<file path="src/rtl/ksa.sv">
// RC4 key-scheduling engine: walks i over 0..255 against an external 256x8
// synchronous-read S memory, accumulating j and swapping S[i] / S[j].
module ksa (
  input  logic        clk,
  input  logic        rst_n,
  input  logic        en,
  output logic        rdy,
  input  logic [23:0] key,
  output logic [7:0]  s_addr,
  input  logic [7:0]  s_rddata,
  output logic [7:0]  s_wrdata,
  output logic        s_wren
);

  typedef enum logic [2:0] {
    IDLE  = 3'd0,
    RD_I  = 3'd1,
    CAP_I = 3'd2,
    RD_J  = 3'd3,
    CAP_J = 3'd4,
    WR_I  = 3'd5,
    WR_J  = 3'd6
  } state_e;

  state_e      state_q, state_d;
  logic [7:0]  i_q, i_d;
  logic [7:0]  j_q, j_d;
  logic [7:0]  si_q, si_d;
  logic [7:0]  sj_q, sj_d;
  logic [23:0] key_q, key_d;
  logic [1:0]  kidx_q, kidx_d;   // tracks i mod 3 without a divider
  logic [7:0]  key_byte;

  always_comb begin
    unique case (kidx_q)
      2'd0:    key_byte = key_q[23:16];
      2'd1:    key_byte = key_q[15:8];
      default: key_byte = key_q[7:0];
    endcase
  end

  // State register. S itself lives outside this block, so an aborted run
  // leaves whatever swaps already landed in memory.
  // NOTE: sequential state uses non-blocking assignments only, so every flop
  // samples pre-edge values regardless of statement order.
  always_ff @(posedge clk or negedge rst_n) begin
    if (!rst_n) begin
      state_q <= IDLE;
      i_q     <= 8'd0;
      j_q     <= 8'd0;
      si_q    <= 8'd0;
      sj_q    <= 8'd0;
      key_q   <= 24'd0;
      kidx_q  <= 2'd0;
    end else begin
      state_q <= state_d;
      i_q     <= i_d;
      j_q     <= j_d;
      si_q    <= si_d;
      sj_q    <= sj_d;
      key_q   <= key_d;
      kidx_q  <= kidx_d;
    end
  end

  // Next-state and datapath update.
  // NOTE: every comb output is defaulted first so no path leaves it unassigned,
  // which would otherwise infer a latch.
  always_comb begin
    state_d = state_q;
    i_d     = i_q;
    j_d     = j_q;
    si_d    = si_q;
    sj_d    = sj_q;
    key_d   = key_q;
    kidx_d  = kidx_q;
    unique case (state_q)
      IDLE: begin
        if (en) begin
          key_d   = key;
          i_d     = 8'd0;
          j_d     = 8'd0;
          kidx_d  = 2'd0;
          state_d = RD_I;
        end
      end
      RD_I:  state_d = CAP_I;
      CAP_I: begin
        si_d    = s_rddata;
        j_d     = j_q + s_rddata + key_byte;
        state_d = RD_J;
      end
      RD_J:  state_d = CAP_J;
      CAP_J: begin
        sj_d    = s_rddata;
        state_d = WR_I;
      end
      WR_I:  state_d = WR_J;
      WR_J: begin
        if (i_q == 8'hFF) begin
          state_d = IDLE;
        end else begin
          i_d     = i_q + 8'd1;
          kidx_d  = (kidx_q == 2'd2) ? 2'd0 : kidx_q + 2'd1;
          state_d = RD_I;
        end
      end
      default: state_d = IDLE;
    endcase
  end

  // Outputs decode from registered state only; when i==j both writes hit the
  // same address with the same value, so the location is left unchanged.
  always_comb begin
    rdy      = 1'b0;
    s_addr   = 8'd0;
    s_wrdata = 8'd0;
    s_wren   = 1'b0;
    unique case (state_q)
      IDLE: rdy = 1'b1;
      RD_I: s_addr = i_q;
      RD_J: s_addr = j_q;
      WR_I: begin
        s_addr   = i_q;
        s_wrdata = sj_q;
        s_wren   = 1'b1;
      end
      WR_J: begin
        s_addr   = j_q;
        s_wrdata = si_q;
        s_wren   = 1'b1;
      end
      default: ;
    endcase
  end

endmodule

</file>
<file path="config.mk">
export PLATFORM = sky130hd
export DESIGN_NAME = ksa
export DESIGN_NICKNAME = d
export VERILOG_FILES = /design/src/rtl/ksa.sv
export SDC_FILE = /design/constraint.sdc
export NUM_CORES = 1
export LEC_CHECK = 0
export CELL_PAD_IN_SITES_DETAIL_PLACEMENT = 1
export CELL_PAD_IN_SITES_GLOBAL_PLACEMENT = 1
export CORE_UTILIZATION = 28
export DETAILED_ROUTE_END_ITERATION = 16
export PLACE_DENSITY = 0.68
export SYNTH_ARGS = -nofsm -noshare
export SYNTH_HDL_FRONTEND = slang
export SYNTH_SLANG_ARGS = --single-unit
export TNS_END_PERCENT = 5
</file>
<file path="constraint.sdc">
create_clock -name clk -period 2.6 [get_ports clk]
set_input_delay 0.52 -clock clk [delete_from_list [all_inputs] [get_ports clk]]
set_output_delay 0.52 -clock clk [all_outputs]
set_load 0.1 [all_outputs]
</file>
* After elaboration in Yosys (flattened, before gate mapping) *
Index checks and enable logic that the tools add are counted.

word-level totals
  register bits = 61
  bits of input ports = 35
  output and inout bits = 18

operators by class
  add/sub/neg operators = 4
  equality and inequality tests = 11
  multiplexer cells = 16
  reductions and logical operators = 10

operators with widths
  cell                   number
  $pmux W8 S2            5
  $pmux W3 S7            1
  $add A8 B8 Y8          2
  $mux W8                2
  $eq A3 B3 Y1 const B   3
  $add A8 B1 Y8 const B  1
  $eq A8 B8 Y1 const B   1
  $eq A3 B2 Y1 const B   2
  $mux W2                3
  $reduce_or A2 Y1       3
  $ne A2 B2 Y1 const B   2
  $pmux W2 S2            1
  $reduce_and A2 Y1      2
  $reduce_bool A2 Y1     2
  $eq A3 B1 Y1 const B   1
  $logic_not A3 Y1       1
  $mux W1                3
  $mux W3                1
  $reduce_and A3 Y1      1
  $add A2 B1 Y2 const B  1
  $eq A2 B1 Y1 const B   1
  $eq A2 B2 Y1 const B   1
  $logic_not A2 Y1       1

* Longest topological paths before layout *
  depth after elaboration = 4
  depth in mapped cells = 13

* Worst setup path before layout *
No wires, ideal clock.

  path type = flip-flop to flip-flop
  from = register state_q[2]
  to = register j_q[6]
  library setup time = 0.131 ns
  arrival = 3.681 ns
  required time = 2.469 ns
  path slack = -1.212 ns
  cell stages (with the launch flop) = 5
  path buffers = 0
  period minus slack after synthesis = 3.812 ns
  path through = dfrtp_1 -> nor3_1 -> nand2_1 -> a311o_1 -> or3_1

on the way
  longest elaborated chain between the ends = 3
  elaborated cells on any way between the ends = 6
  classes of those cells = eq/ne (2); mux (1); reduce/logical (3)

ends and longest elaborated chain
  item                                                                 line  text
  start, declared                                                      25    state_e state_q, state_d;
  start signal, assigned                                               56    state_q <= state_d;
  $eq A3 B2 Y1 or $logic_not A3 Y1 (tied branches)                     77    unique case (state_q)
  $reduce_bool A2 Y1 (no source line) or $ne A2 B2 Y1 (tied branches)  n/a
  $reduce_and A2 Y1 (no source line)                                   n/a
  end signal, assigned                                                 58    j_q <= j_d;
  end, declared                                                        27    logic [7:0] j_q, j_d;

Parallel ways exist; a longest one is shown, timed or not.
A chain may end at the register's enable or synchronous reset.

* Final worst setup path *
  from = register kidx_q[0]
  to = register j_q[7]

on the way
  longest elaborated chain between the ends = 4
  elaborated cells on any way between the ends = 5
  classes of those cells = add/sub (1); eq/ne (1); mux (2); reduce/logical (1)

ends and longest elaborated chain
  item                                              line  text
  start, declared                                   31    logic [1:0] kidx_q, kidx_d;
  start signal, assigned                            62    kidx_q <= kidx_d;
  $eq A2 B1 Y1 or $logic_not A2 Y1 (tied branches)  35    unique case (kidx_q)
  $pmux W8 S2 (*)                                   35
  $add A8 B8 Y8 (*)                                 90    j_d = j_q + s_rddata + key_byte;
  $pmux W8 S2 (*)                                   77

Mark *: on every way between the ends. The rest lies on a longest branch, timed or not.

==> key figures <==
Clock tree
  • Skew-Pair Late Insertion Delay: 330 ps
  • CTS tree: yes
  • Root cell of the clock tree: clkbuf_16
  • Num Clock Sinks: 61
  • Reg clk slew, reported paths: 50 ps
  • Clk buf depth: 2
  • Num CTS Buffers: 9
  • Hold_buf cts: 0
  • H-Tree Depth: 3

Synthesis
  • Post-synth EDFFs: 0
  • Yosys top cell area share: 46.3%
  • Top post-synthesis cells by area: dfrtp_1 46%, nand2_1 11%, mux2_2 5.1%
  • Syn Area/Cell: 9.32 µm²
  • Dominant cell type by area after synthesis: dfrtp_1
  • Syn Nets: 404
  • Synthesis Warnings: 0
  • Sequential cell area fraction in the yosys report: 46.3%
  • Flops & latches, synth: 61
  • Post-Syn Area: 0.00330 mm²
  • Netlist cell types: 40
  • Synth Instances: 354
  • Async SR Flop Fraction: 100%
  • Main synth FF type: dfrtp_1

Route
  • Initial DRC count: 76
  • Routed wire per std cell: 15.4 µm
  • Drt pass-1 iters: 4
  • Via density: 4.81
  • DR DRC count: 0
  • Via count: 2775
  • Total Routed Length: 8890 µm
  • Post-DRT Antenna Nets: 0
  • Metal3 WL: 286 µm
  • Met2 routed wirelength: 4490 µm
  • Highest metal used: met4
  • WL met1: 3970 µm

Floorplanning
  • Std-Cell Rows: 39
  • Core Box Area: 0.0115 mm²
  • Die X-Extent: 111 µm
  • Die Y: 111 µm
  • Initial Util: 28.8%
  • Die area: 0.0122 mm²
  • I/O Pins: 53

Worst setup path
  • Reg2Reg Capture Point: j_q[7]$_DFFE_PN0P_
  • Startpoint Class: flop
  • Worst setup endpoint: j_q[7]$_DFFE_PN0P_
  • FF-to-FF setup slack: -30 ps
  • Top cell by count, worst path: o21ai_1
  • WP data required: 2810 ps
  • Reg2Reg Depth: 12
  • Critical path's slowest cell: fa_1
  • Worst flop-to-flop path startpoint: kidx_q[0]$_DFFE_PN0P_
  • Largest stage delay, worst path: 500 ps
  • Crit end category: flop
  • Critical path arrival: 2840 ps
  • Crit Path Category: reg2reg
  • Crit path max fanout: 4
  • Critical Path Start: kidx_q[0]$_DFFE_PN0P_
  • Worst path cell trace: buf_6 -> mux2i_1 -> o21ai_1 -> fa_1 -> ha_2 -> inv_2 -> fa_2 -> nor2b_2 -> o31ai_2 -> a21oi_2 -> xnor2_1 -> o21ai_1

Pwr
  • Combinational share of power: 60.2%
  • Clock power share: 15.8%
  • Total Power: 6.93 mW
  • Sw Share: 43.2%
  • Leakage: 2.07 nW
  • Maximum vdd drop: 0.701 mV
  • P_sw: 2.99 mW
  • Seq pwr share: 24.1%
  • Pwr per Cell Area: 1480 mW/mm²
  • Internal: 3.94 mW

STA
  • Max_slew headroom: 54.4%
  • Final setup margin: -29.2 ps
  • Skew final: 4.95 ps
  • Hold WS: 206 ps
  • Final Critical Period: 2630 ps
  • Count of final setup violators: 2
  • Final hold viol count: 0
  • Fmax: 380 MHz
  • RSZ-0062 raised after global routing: yes
  • Max Slew Vio Count: 0
  • Least-Margin Pin Slew: 677 ps
  • Final worst-path cycle share: 101%

Global route
  • Largest net degree at the start of global routing: 32
  • First-pass GRT wire length: 15200 µm
  • GR Util All Layers: 15.5%
  • Overflow after GRT: 0
  • Vias in the first global route: 3060
  • Initial antenna violation count: 0

Layout
  • Ant diodes: 0
  • Layout cells sized above 1: 22.1%
  • Synth-to-layout area growth: 41.9%
  • Post-layout nets: 479

Outcome
  • Failing checks: negative setup slack
  • Status: finished, violations left

Run
  • Maxcap violations: 0

Placed design
  • IO Port Bufs: 52
  • Routability cong.: 0.811
  • Final HPWL DP: 6680 µm

Hold path
  • Worst min-delay path class: in2async
## sequential cells by signal, summed over array words and instances (netlist names)
| signal | cells |
|---|---|
| state_q | 3 |
| j_q | 8 |
| kidx_q | 2 |
| si_q | 8 |
| i_q | 8 |
| key_q | 24 |
| sj_q | 8 |
## through the flow
| step | cells | util (%) | setup slack, ps | TNS [ps] | cell area (µm²) |
|---|---|---|---|---|---|
| 6_report | 577 | 40.8 | -29.2 | -57.6 | 4680 |
| 5_1_grt | 577 | 40.8 | -157 | -299 | 4680 |
| 4_1_cts | 576 | 40.3 | -72.1 | -133 | 4620 |
| 3_5_place_dp | 559 | 37.6 | -419 | -1190 | 4320 |
| 3_3_place_gp | 559 | 37.6 | -290 | -754 | 4320 |
| 2_1_floorplan | 354 | - | -188 | -1720 | 3300 |
## critical path: cells and delay by family (launching register included)
kind                       cells  cell delay (ps)
and+or+nand+nor                1              170
xor gates and xnor gates       1              130
muxes                          1              130
adders and majority gates      3             1050
AOI/OAI and AO/OA              4              430
DFF                            1              440
buffers and inverters          2              170
## final cells by class
class                      instances  area (µm²)
timing repair buffer              83         945
inverter                          17        63.8
clock inverter                     4        23.8
sequential                        61        1530
fill                            1301        6790
tap                              143         179
multi-input combinational        257        1700
clock buffer                      12         246
## logic make-up after synthesis
logic type               Yosys count  synth area share (%)
XOR/XNOR                          10                  2.66
multiplexers                      23                  7.55
AO/OA/AOI/OAI                     61                  11.7
adder cells (fa/ha/maj)           15                  7.51
AND/OR/NAND/NOR                  148                  19.6
buffers and inverters             36                  4.70
flip-flops                        61                  46.3
## power groups by stage
stage / Clock, mW / Sequential (mW) / Combinational (mW)
after global routing: 1.15 / 1.73 / 4.56
after CTS: 1.12 / 1.68 / 3.95
after global placement: 0 / 1.65 / 3.67
final: 1.09 / 1.67 / 4.17
after detailed placement: 0 / 1.69 / 3.77
after floorplan: 0 / 1.58 / 2.50
## cells in the mapped netlist (4+ instances only)
| cell | number |
|---|---|
| buf_2 | 4 |
| fa_1 | 8 |
| mux2i_1 | 8 |
| a22oi_1 | 8 |
| nand2_1 | 97 |
| nand3_1 | 9 |
| ha_1 | 7 |
| nor2_1 | 19 |
| clkbuf_1 | 13 |
| inv_1 | 16 |
| nor3_1 | 4 |
| dfrtp_1 | 61 |
| a22o_1 | 8 |
| a21oi_1 | 5 |
| xnor2_1 | 9 |
| o21ai_0 | 29 |
| mux2_2 | 15 |
## per-layer routing
layer / global-route usage (%) / vias up
met3: 2.41 / 14
li1: - / 1344
met4: 5.96 / 0
met1: 19.0 / 1366
met2: 27.4 / 51
met5: 0 / -
## what timing repair did
| item | CTS | global route |
|---|---|---|
| setup endpoints to repair | 3 | 4 |
| setup buffers | 1 | 1 |
| pin swaps | 6 | 6 |
| resized for setup | 10 | 11 |
## how the worst min path moves through the flow
| stage | end | cells after the start | slack [ps] | startpoint |
|---|---|---|---|---|
| floorplan | i_q[0]$_DFFE_PN0P_ | 0 | 220 | rst_n |
| global placement | key_q[11]$_DFFE_PN0P_ | 2 | 460 | key_q[11]$_DFFE_PN0P_ |
| detailed placement | key_q[13]$_DFFE_PN0P_ | 2 | 460 | key_q[13]$_DFFE_PN0P_ |
| CTS | key_q[1]$_DFFE_PN0P_ | 1 | 230 | rst_n |
| global route | key_q[1]$_DFFE_PN0P_ | 1 | 250 | rst_n |
| finish | key_q[1]$_DFFE_PN0P_ | 1 | 210 | rst_n |
## placed cells by master, fill, tap and decap left out, types with 3 or more instances in the layout
cell type        instances
nand2_1                 97
dfrtp_1                 60
clkdlybuf4s50_1         33
buf_4                   29
o21ai_0                 22
nor2_1                  19
buf_12                  19
inv_1                   15
mux2_2                  15
nand3_1                  9
xnor2_1                  9
clkbuf_16                9
a22o_1                   8
a22oi_1                  8
mux2i_1                  8
fa_1                     7
o21ai_1                  6
ha_4                     4
o21a_1                   3
a21oi_1                  3
nand4_1                  3
nor3_1                   3
clkinv_2                 3
Power figures use the tool's default switching activity.
